### src/rtl/config_pkg.sv
// Shared definitions for the configuration dispatcher and the configuration
// register it drives.
//
// Contents:
//   - FSM state encodings (IDLE/ISSUE/WAIT/RESP) as constants and as an enum
//   - field offsets of the default {addr, flag, payload} message layout
//   - the packed message struct exchanged with the register
package config_pkg;

  localparam int ADDR_SIZE    = 4;
  localparam int PAYLOAD_SIZE = 8;
  localparam int MSG_W        = ADDR_SIZE + PAYLOAD_SIZE + 1;

  localparam int ADDR_MSB    = MSG_W - 1;
  localparam int ADDR_LSB    = PAYLOAD_SIZE + 1;
  localparam int FLAG_BIT    = PAYLOAD_SIZE;
  localparam int PAYLOAD_MSB = PAYLOAD_SIZE - 1;

  localparam logic [1:0] ST_IDLE  = 2'd0;
  localparam logic [1:0] ST_ISSUE = 2'd1;
  localparam logic [1:0] ST_WAIT  = 2'd2;
  localparam logic [1:0] ST_RESP  = 2'd3;

  typedef enum logic [1:0] {
    IDLE  = ST_IDLE,
    ISSUE = ST_ISSUE,
    WAIT  = ST_WAIT,
    RESP  = ST_RESP
  } state_e;

  // flag is "write" on requests, "success" on register replies and
  // "ack" on dispatcher responses.
  typedef struct packed {
    logic [ADDR_SIZE-1:0]    addr;
    logic                    flag;
    logic [PAYLOAD_SIZE-1:0] payload;
  } cfg_msg_t;

endpackage

### src/rtl/config_msg_dispatcher.sv
// Upstream stage of the configuration register. Takes config requests
// {addr, write, payload}, issues write requests to the register for one
// cycle, checks the register reply and returns one ack/nack per request.
// Only one request is in flight at a time.
//
// Optional feature (macro CFG_DISPATCH_TIMEOUT_EN):
//   defined   - WAIT may last up to timeout_cycles cycles (saturating counter)
//   undefined - WAIT lasts exactly one cycle, no counter
//
// Ports (W = addr_size + payload_size + 1):
//   clk       in   clock
//   reset     in   synchronous, active-high reset
//   recv_msg  in   W  request {addr, write, payload}
//   recv_val  in   request valid
//   recv_rdy  out  dispatcher can accept a request (IDLE)
//   cfg_msg   out  W  request to the register; zero unless issuing
//   cfg_resp  in   W  register reply {addr, success, payload}
//   send_msg  out  W  response {addr, ack, payload}
//   send_val  out  response valid
//   send_rdy  in   consumer accepts response
module config_msg_dispatcher
  import config_pkg::*;
#(
  parameter int addr_size      = 4,
  parameter int payload_size   = 8,
  parameter int timeout_cycles = 4
) (
  input  logic                                  clk,
  input  logic                                  reset,
  input  logic [addr_size+payload_size:0]       recv_msg,
  input  logic                                  recv_val,
  output logic                                  recv_rdy,
  output logic [addr_size+payload_size:0]       cfg_msg,
  input  logic [addr_size+payload_size:0]       cfg_resp,
  output logic [addr_size+payload_size:0]       send_msg,
  output logic                                  send_val,
  input  logic                                  send_rdy
);

  localparam int W    = addr_size + payload_size + 1;
  localparam int FLAG = payload_size;

  logic [1:0]   state_q;
  logic [W-1:0] req_q;
  logic         ack_q;
  logic         reply_match;
  logic         wait_expired;
  logic         wait_enter;

  // A reply matches when the register reports success for the exact
  // address/payload we issued.
  assign reply_match = cfg_resp[FLAG]
                    && (cfg_resp[W-1:FLAG+1] == req_q[W-1:FLAG+1])
                    && (cfg_resp[payload_size-1:0] == req_q[payload_size-1:0]);

  assign wait_enter = (state_q == ST_ISSUE);

`ifdef CFG_DISPATCH_TIMEOUT_EN
  localparam int CW = $clog2(timeout_cycles + 1);
  localparam logic [CW-1:0] CNT_LAST = CW'(timeout_cycles - 1);

  logic [CW-1:0] wait_cnt_q;

  // Cleared on the way into WAIT, counts WAIT cycles, saturates at the
  // last allowed cycle instead of wrapping.
  always_ff @(posedge clk) begin
    if (reset) begin
      wait_cnt_q <= '0;
    end else if (wait_enter) begin
      wait_cnt_q <= '0;
    end else if (state_q == ST_WAIT && wait_cnt_q != CNT_LAST) begin
      wait_cnt_q <= wait_cnt_q + 1'b1;
    end
  end

  assign wait_expired = (wait_cnt_q == CNT_LAST);
`else
  // Single-cycle WAIT: the reply window always closes after one cycle.
  // timeout_cycles is >= 1 by contract, so this is constant 1.
  localparam bit ONE_CYCLE_WAIT = (timeout_cycles >= 1);

  assign wait_expired = ONE_CYCLE_WAIT;
`endif

  always_ff @(posedge clk) begin
    if (reset) begin
      state_q <= ST_IDLE;
      req_q   <= '0;
      ack_q   <= 1'b0;
    end else begin
      case (state_q)
        ST_IDLE: begin
          if (recv_val) begin
            req_q <= recv_msg;
            ack_q <= 1'b0;
            // Reads are never issued to the register: nack immediately.
            state_q <= recv_msg[FLAG] ? ST_ISSUE : ST_RESP;
          end
        end
        ST_ISSUE: begin
          state_q <= ST_WAIT;
        end
        ST_WAIT: begin
          // A match on the final cycle still wins over the timeout.
          if (reply_match) begin
            ack_q   <= 1'b1;
            state_q <= ST_RESP;
          end else if (wait_expired) begin
            ack_q   <= 1'b0;
            state_q <= ST_RESP;
          end
        end
        ST_RESP: begin
          if (send_rdy) begin
            state_q <= ST_IDLE;
          end
        end
        default: state_q <= ST_IDLE;
      endcase
    end
  end

  assign recv_rdy = (state_q == ST_IDLE);
  assign cfg_msg  = (state_q == ST_ISSUE) ? req_q : '0;
  assign send_val = (state_q == ST_RESP);
  assign send_msg = send_val ? {req_q[W-1:FLAG+1], ack_q, req_q[payload_size-1:0]} : '0;

endmodule
### config.mk
export PLATFORM = sky130hd
export DESIGN_NAME = config_msg_dispatcher
export DESIGN_NICKNAME = d
export VERILOG_FILES = /design/src/rtl/config_pkg.sv /design/src/rtl/config_msg_dispatcher.sv
export SDC_FILE = /design/constraint.sdc
export NUM_CORES = 1
export LEC_CHECK = 0
export CORE_MARGIN = 4
export CORE_UTILIZATION = 37
export DETAILED_ROUTE_END_ITERATION = 7
export GPL_TIMING_DRIVEN = 0
export HOLD_SLACK_MARGIN = 0.06
export PLACE_DENSITY = 0.75
export SLEW_MARGIN = 20
export SYNTH_ARGS = -nofsm -noshare
export SYNTH_HDL_FRONTEND = slang
export SYNTH_SLANG_ARGS = --single-unit
### constraint.sdc
create_clock -name clk -period 1.5 [get_ports clk]
set_input_delay 0.375 -clock clk [delete_from_list [all_inputs] [get_ports clk]]
set_output_delay 0.375 -clock clk [all_outputs]
set_load 0.1 [all_outputs]
== Word level (Yosys, flattened, before mapping) ==
Cells that the tools add are included.

* Input port bits: 30
* Register bits: 16
* Logic and storage cells: 26
* Output and inout port bits: 28

* Multiplexer cells: 9
* Reductions and logical operators: 7
* Equality and inequality tests: 7

{| class="wikitable"
|+ Operators with widths
! cell !! count
|-
| 2-to-1 mux 13 bit || 2
|-
| equality test 8 bit || 1
|-
| one-hot mux 2 bit (4 select lines) || 1
|-
| 2-to-1 mux 2 bit || 3
|-
| AND reduction 2 bit || 3
|-
| equality test 2 bit (second input constant) || 2
|-
| equality test 4 bit || 1
|-
| equality test 2 x 1 -> 1 bit (second input constant) || 1
|-
| logical AND 1 bit || 2
|-
| zero test 2 bit || 1
|-
| 2-to-1 mux 1 bit || 2
|-
| != test 2 x 1 -> 1 bit (second input constant) || 1
|-
| != test 2 bit (second input constant) || 1
|-
| one-hot mux 1 bit (2 select lines) || 1
|-
| nonzero test 2 bit || 1
|}

== Logic depth before layout (Yosys ltp) ==
* Depth after elaboration: 5
* Mapped depth: 6
* Depth with buffers taken out: 6

== Worst setup path after synthesis ==
OpenSTA, ideal clock, no wires.

* Path kind: flip-flop to output port
* From: register state_q[0]
* To: output port send_msg[11]
* Buffers on the path: 1
* Required time: 1125 ps
* Data arrival time: 2251 ps
* Setup slack: -1126 ps
* Stages on the path, launching flop included: 4
* Cell sequence: dfxtp_1 ha_1 clkbuf_1 and2_1

* Cells in the longest elaborated chain, start to end: 2

{| class="wikitable"
|+ Ends and longest elaborated chain
! item !! line !! text
|-
| from (decl) || config_msg_dispatcher.sv:43 || <nowiki>logic [1:0] state_q;</nowiki>
|-
| from (signal assigned) || config_msg_dispatcher.sv:97 || <nowiki>state_q <= recv_msg[FLAG] ? ST_ISSUE : ST_RESP;</nowiki>
|-
| equality test 2 bit || config_msg_dispatcher.sv:125 || <nowiki>assign send_val = (state_q == ST_RESP);</nowiki>
|-
| via send_val || config_msg_dispatcher.sv:36 || <nowiki>output logic send_val,</nowiki>
|-
| 2-to-1 mux 13 bit || config_msg_dispatcher.sv:126 || <nowiki>assign send_msg = send_val ? {req_q[W-1:FLAG+1], ack_q, req_q[payload_size-1:0]} : '0;</nowiki>
|-
| to (decl) || config_msg_dispatcher.sv:35 || <nowiki>output logic [addr_size+payload_size:0] send_msg,</nowiki>
|}

The timed path passes the listed nets, and every way through them passes these cells.

== Worst setup path in the final report ==
* From: register state_q[0]
* To: output port send_msg[5]

* Cells in the longest elaborated chain, start to end: 2

{| class="wikitable"
|+ Ends and longest elaborated chain
! item !! line
|-
| equality test 2 bit || config_msg_dispatcher.sv:125
|-
| 2-to-1 mux 13 bit || config_msg_dispatcher.sv:126
|}

Every way passes these cells.

==> metrics.cfg <==
[run_status]
status=complete, but fails checks
violations=setup timing

[die]
core_area_mm2=0.00252
ios=58
rows=18
die_h_um=59.8
dieArea_mm2=0.00358
fp.dieW_um=59.8
initial_core_util=0.394

[detailed_routing]
first_pass_iters=4
viasPerCell=4.90
vias=1087
routed_wl_mm=3.68
drt-met1-wl_mm=1.43
wl_met2_mm=2.05
wl_met3_um=193
wl_per_cell_um=16.6
final_antenna_net_count=0
route.detailed.drc=0
routed.top_layer=met4
drt_iter0_drc=22

[worst_setup_path]
cpMaxStageDelayCell=dfxtp_4
worstSetupEndpointType=output port
critPathLaunch=state_q[0]
critPathTopFamily=flip-flops
worstPathMaxFanout=6
r2r_cells=6
crit_buf_inv=2
worstPathCellList=ha_4 -> clkbuf_16 -> and2_4 -> buf_12
start_kind=flop
reg2reg_from=state_q[0]
path_depth=4
worstPathRequired_ns=1.12
worstPathArrival_ns=1.38
crit_type=reg2out
critPathMaxStageDelay_ns=0.40

[cells_and_area]
area_growth_pct=112
num-nets-final=228
drive_gt1_frac=0.422
diodes=0
final_util=0.836
stdcell_area_mm2=0.00211
fill_cells=149
multiInputGateArea_um2=718
seqCellArea_um2=328

[global_routing]
grt_pass1_wl_mm=5.22
antenna_found_initial=0
grt_pass1_vias=1125
grt_max_degree=11
grt_overflow=0
track_usage=0.198

[pwr]
peakVddDrop_uv=1130
power_leakage_nw=0.883
total_power_mw=2.78
power.density_mw_per_mm2=1320

[sta]
skew_ns=0.00142
rsz0062_at_grt=yes
period_share=1.17
finalCriticalPeriod_ns=1.75
tns_ns=-5.89
relSlewSlack=0.662
drv_slew=0
worst_slack_ns=-0.252
finalSetupViolations=28
finalHoldViolations=0
worst_pin_slew_ns=0.507
fmaxAchievable_mhz=571

[cts]
clk_pin_slew_ns=0.10
cts_buffers=3
cts_tree=done
h-tree-depth=1
clockBufferDepth=2
cts_root_buffer=clkbuf_4
worstSkewPairLatency_ns=0.28
cts_num_sinks=16

[logic_synthesis]
async_flop_share=0
synthCells=126
syn-cell-area_um2=993
ys.flop_type=dfxtp_1
synth_top_area_frac=0.322
ys_ff_latch=16
synth_area_per_cell_um2=7.88
yosys.cell_types.count=24
synthSimpleGateAreaFrac=0.394
synthAdderAreaFrac=0.0504
synth_compound_area_frac=0.0730
yosysTopAreaCell=dfxtp_1
ys_warn_count=0
synth_top_family_by_area=simple AND/OR/NAND/NOR gates
synthTopCellsByArea=dfxtp_1 (32%), and2_1 (15%), nand2_1 (11%), xor2_1 (11%), a21oi_1 (6.5%)
synthXorXnorAreaFrac=0.106
seq_area_frac_synth=0.322
syn-num-nets=160
synth-edff-count=0
muxShareOfSynthArea=0.0101

[worst_hold_path]
worstHoldPathType=in2reg
hold_path_depth=2
hold_path.startpoint=reset

[placed_design]
io_buffers=56
postPlaceCellArea_mm2=0.00167
place_congestion=0.872
dpl.hpwl_mm=2.35

[run]
drv_cap=0

[layout by cell type, fill, tap and decap left out, types with 4 or more instances in the layout]
| cell | netlist | routed |
|---|---|---|
| buf_4 | 0 | 4 |
| clkdlybuf4s50_1 | 0 | 28 |
| and2_4 | 1 | 26 |
| dfxtp_1 | 16 | 14 |
| a21oi_1 | 13 | 13 |
| buf_6 | 1 | 4 |
| xor2_1 | 12 | 12 |
| nand2_1 | 29 | 29 |
| buf_12 | 0 | 28 |
[cell families after synthesis]
kind of cell / count (synthesis)
flops: 16
buf+inv: 9
compound gates: 14
xor+xnor: 12
simple gates: 70
fa+ha+maj: 4
mux: 1
[final cells by class]
| type | instances | area share |
|---|---|---|
| plain buffers | 6 | 0.0368 |
| clock buffers | 3 | 0.0107 |
| inverters | 3 | 0.00652 |
| multi-input cells | 101 | 0.340 |
| flip-flops and latches | 16 | 0.155 |
| well taps | 30 | 0.0178 |
| repair buffers | 63 | 0.432 |
[path summary, 6_finish.rpt]
path                 endpoint  slack (ns)
setup / recovery  send_msg[5]       -0.25
hold / removal     state_q[1]        0.35
setup reg to reg     req_q[9]        0.03
hold reg to reg      req_q[8]        0.48
[worst reg2reg max path, delay by kind of cell, from the launching register on]
| family | cells | cell delay, ns |
|---|---|---|
| AOI/OAI and AO/OA | 1 | 0.06 |
| adders and majority gates | 1 | 0.30 |
| buffers and inverters | 2 | 0.33 |
| DFF | 1 | 0.38 |
| and+or+nand+nor | 2 | 0.27 |
[sequential cells by signal, summed over array words and instances (netlist names)]
register  cells
req_q        13
state_q       2
ack_q         1
[what timing repair did]
| action | CTS | global route |
|---|---|---|
| endpoints found under the setup margin | 28 | 38 |
| resized for setup | 266 | 8 |
| hold buffers | 0 | 0 |
| pin swaps | 2 | 0 |
| setup buffers | 4 | 1 |
| gates cloned | 1 | 1 |
[cells in the mapped netlist, types with 2 or more instances]
cell      count
clkbuf_1      3
inv_1         3
and2_1       24
nor4_2        3
and2_2        2
nor3_1        3
xor2_1       12
a21oi_1      13
nor2_1        2
nand2_1      29
ha_1          4
dfxtp_1      16
[report_power, final]
group	total, mW	internal (mW)	switching [mW]
Combinational	1.89	0.827	1.06
Clock	0.229	0.0930	0.136
Sequential	0.660	0.530	0.130
[through the flow]
step,setup WS (ns),std cells,hold slack (ns)
6_report,-0.252,222,0.355
5_1_grt,-0.290,222,0.360
4_1_cts,-0.248,220,0.339
3_5_place_dp,-1.23,212,0.456
3_3_place_gp,-1.23,212,0.447
2_1_floorplan,-0.195,126,0.432
[metal layers]
layer,track usage,vias up
li1,-,533
met1,0.220,515
met2,0.380,35
met3,0.0432,4
met4,0.0348,0
met5,0,-
Power figures use the tool's default switching activity.
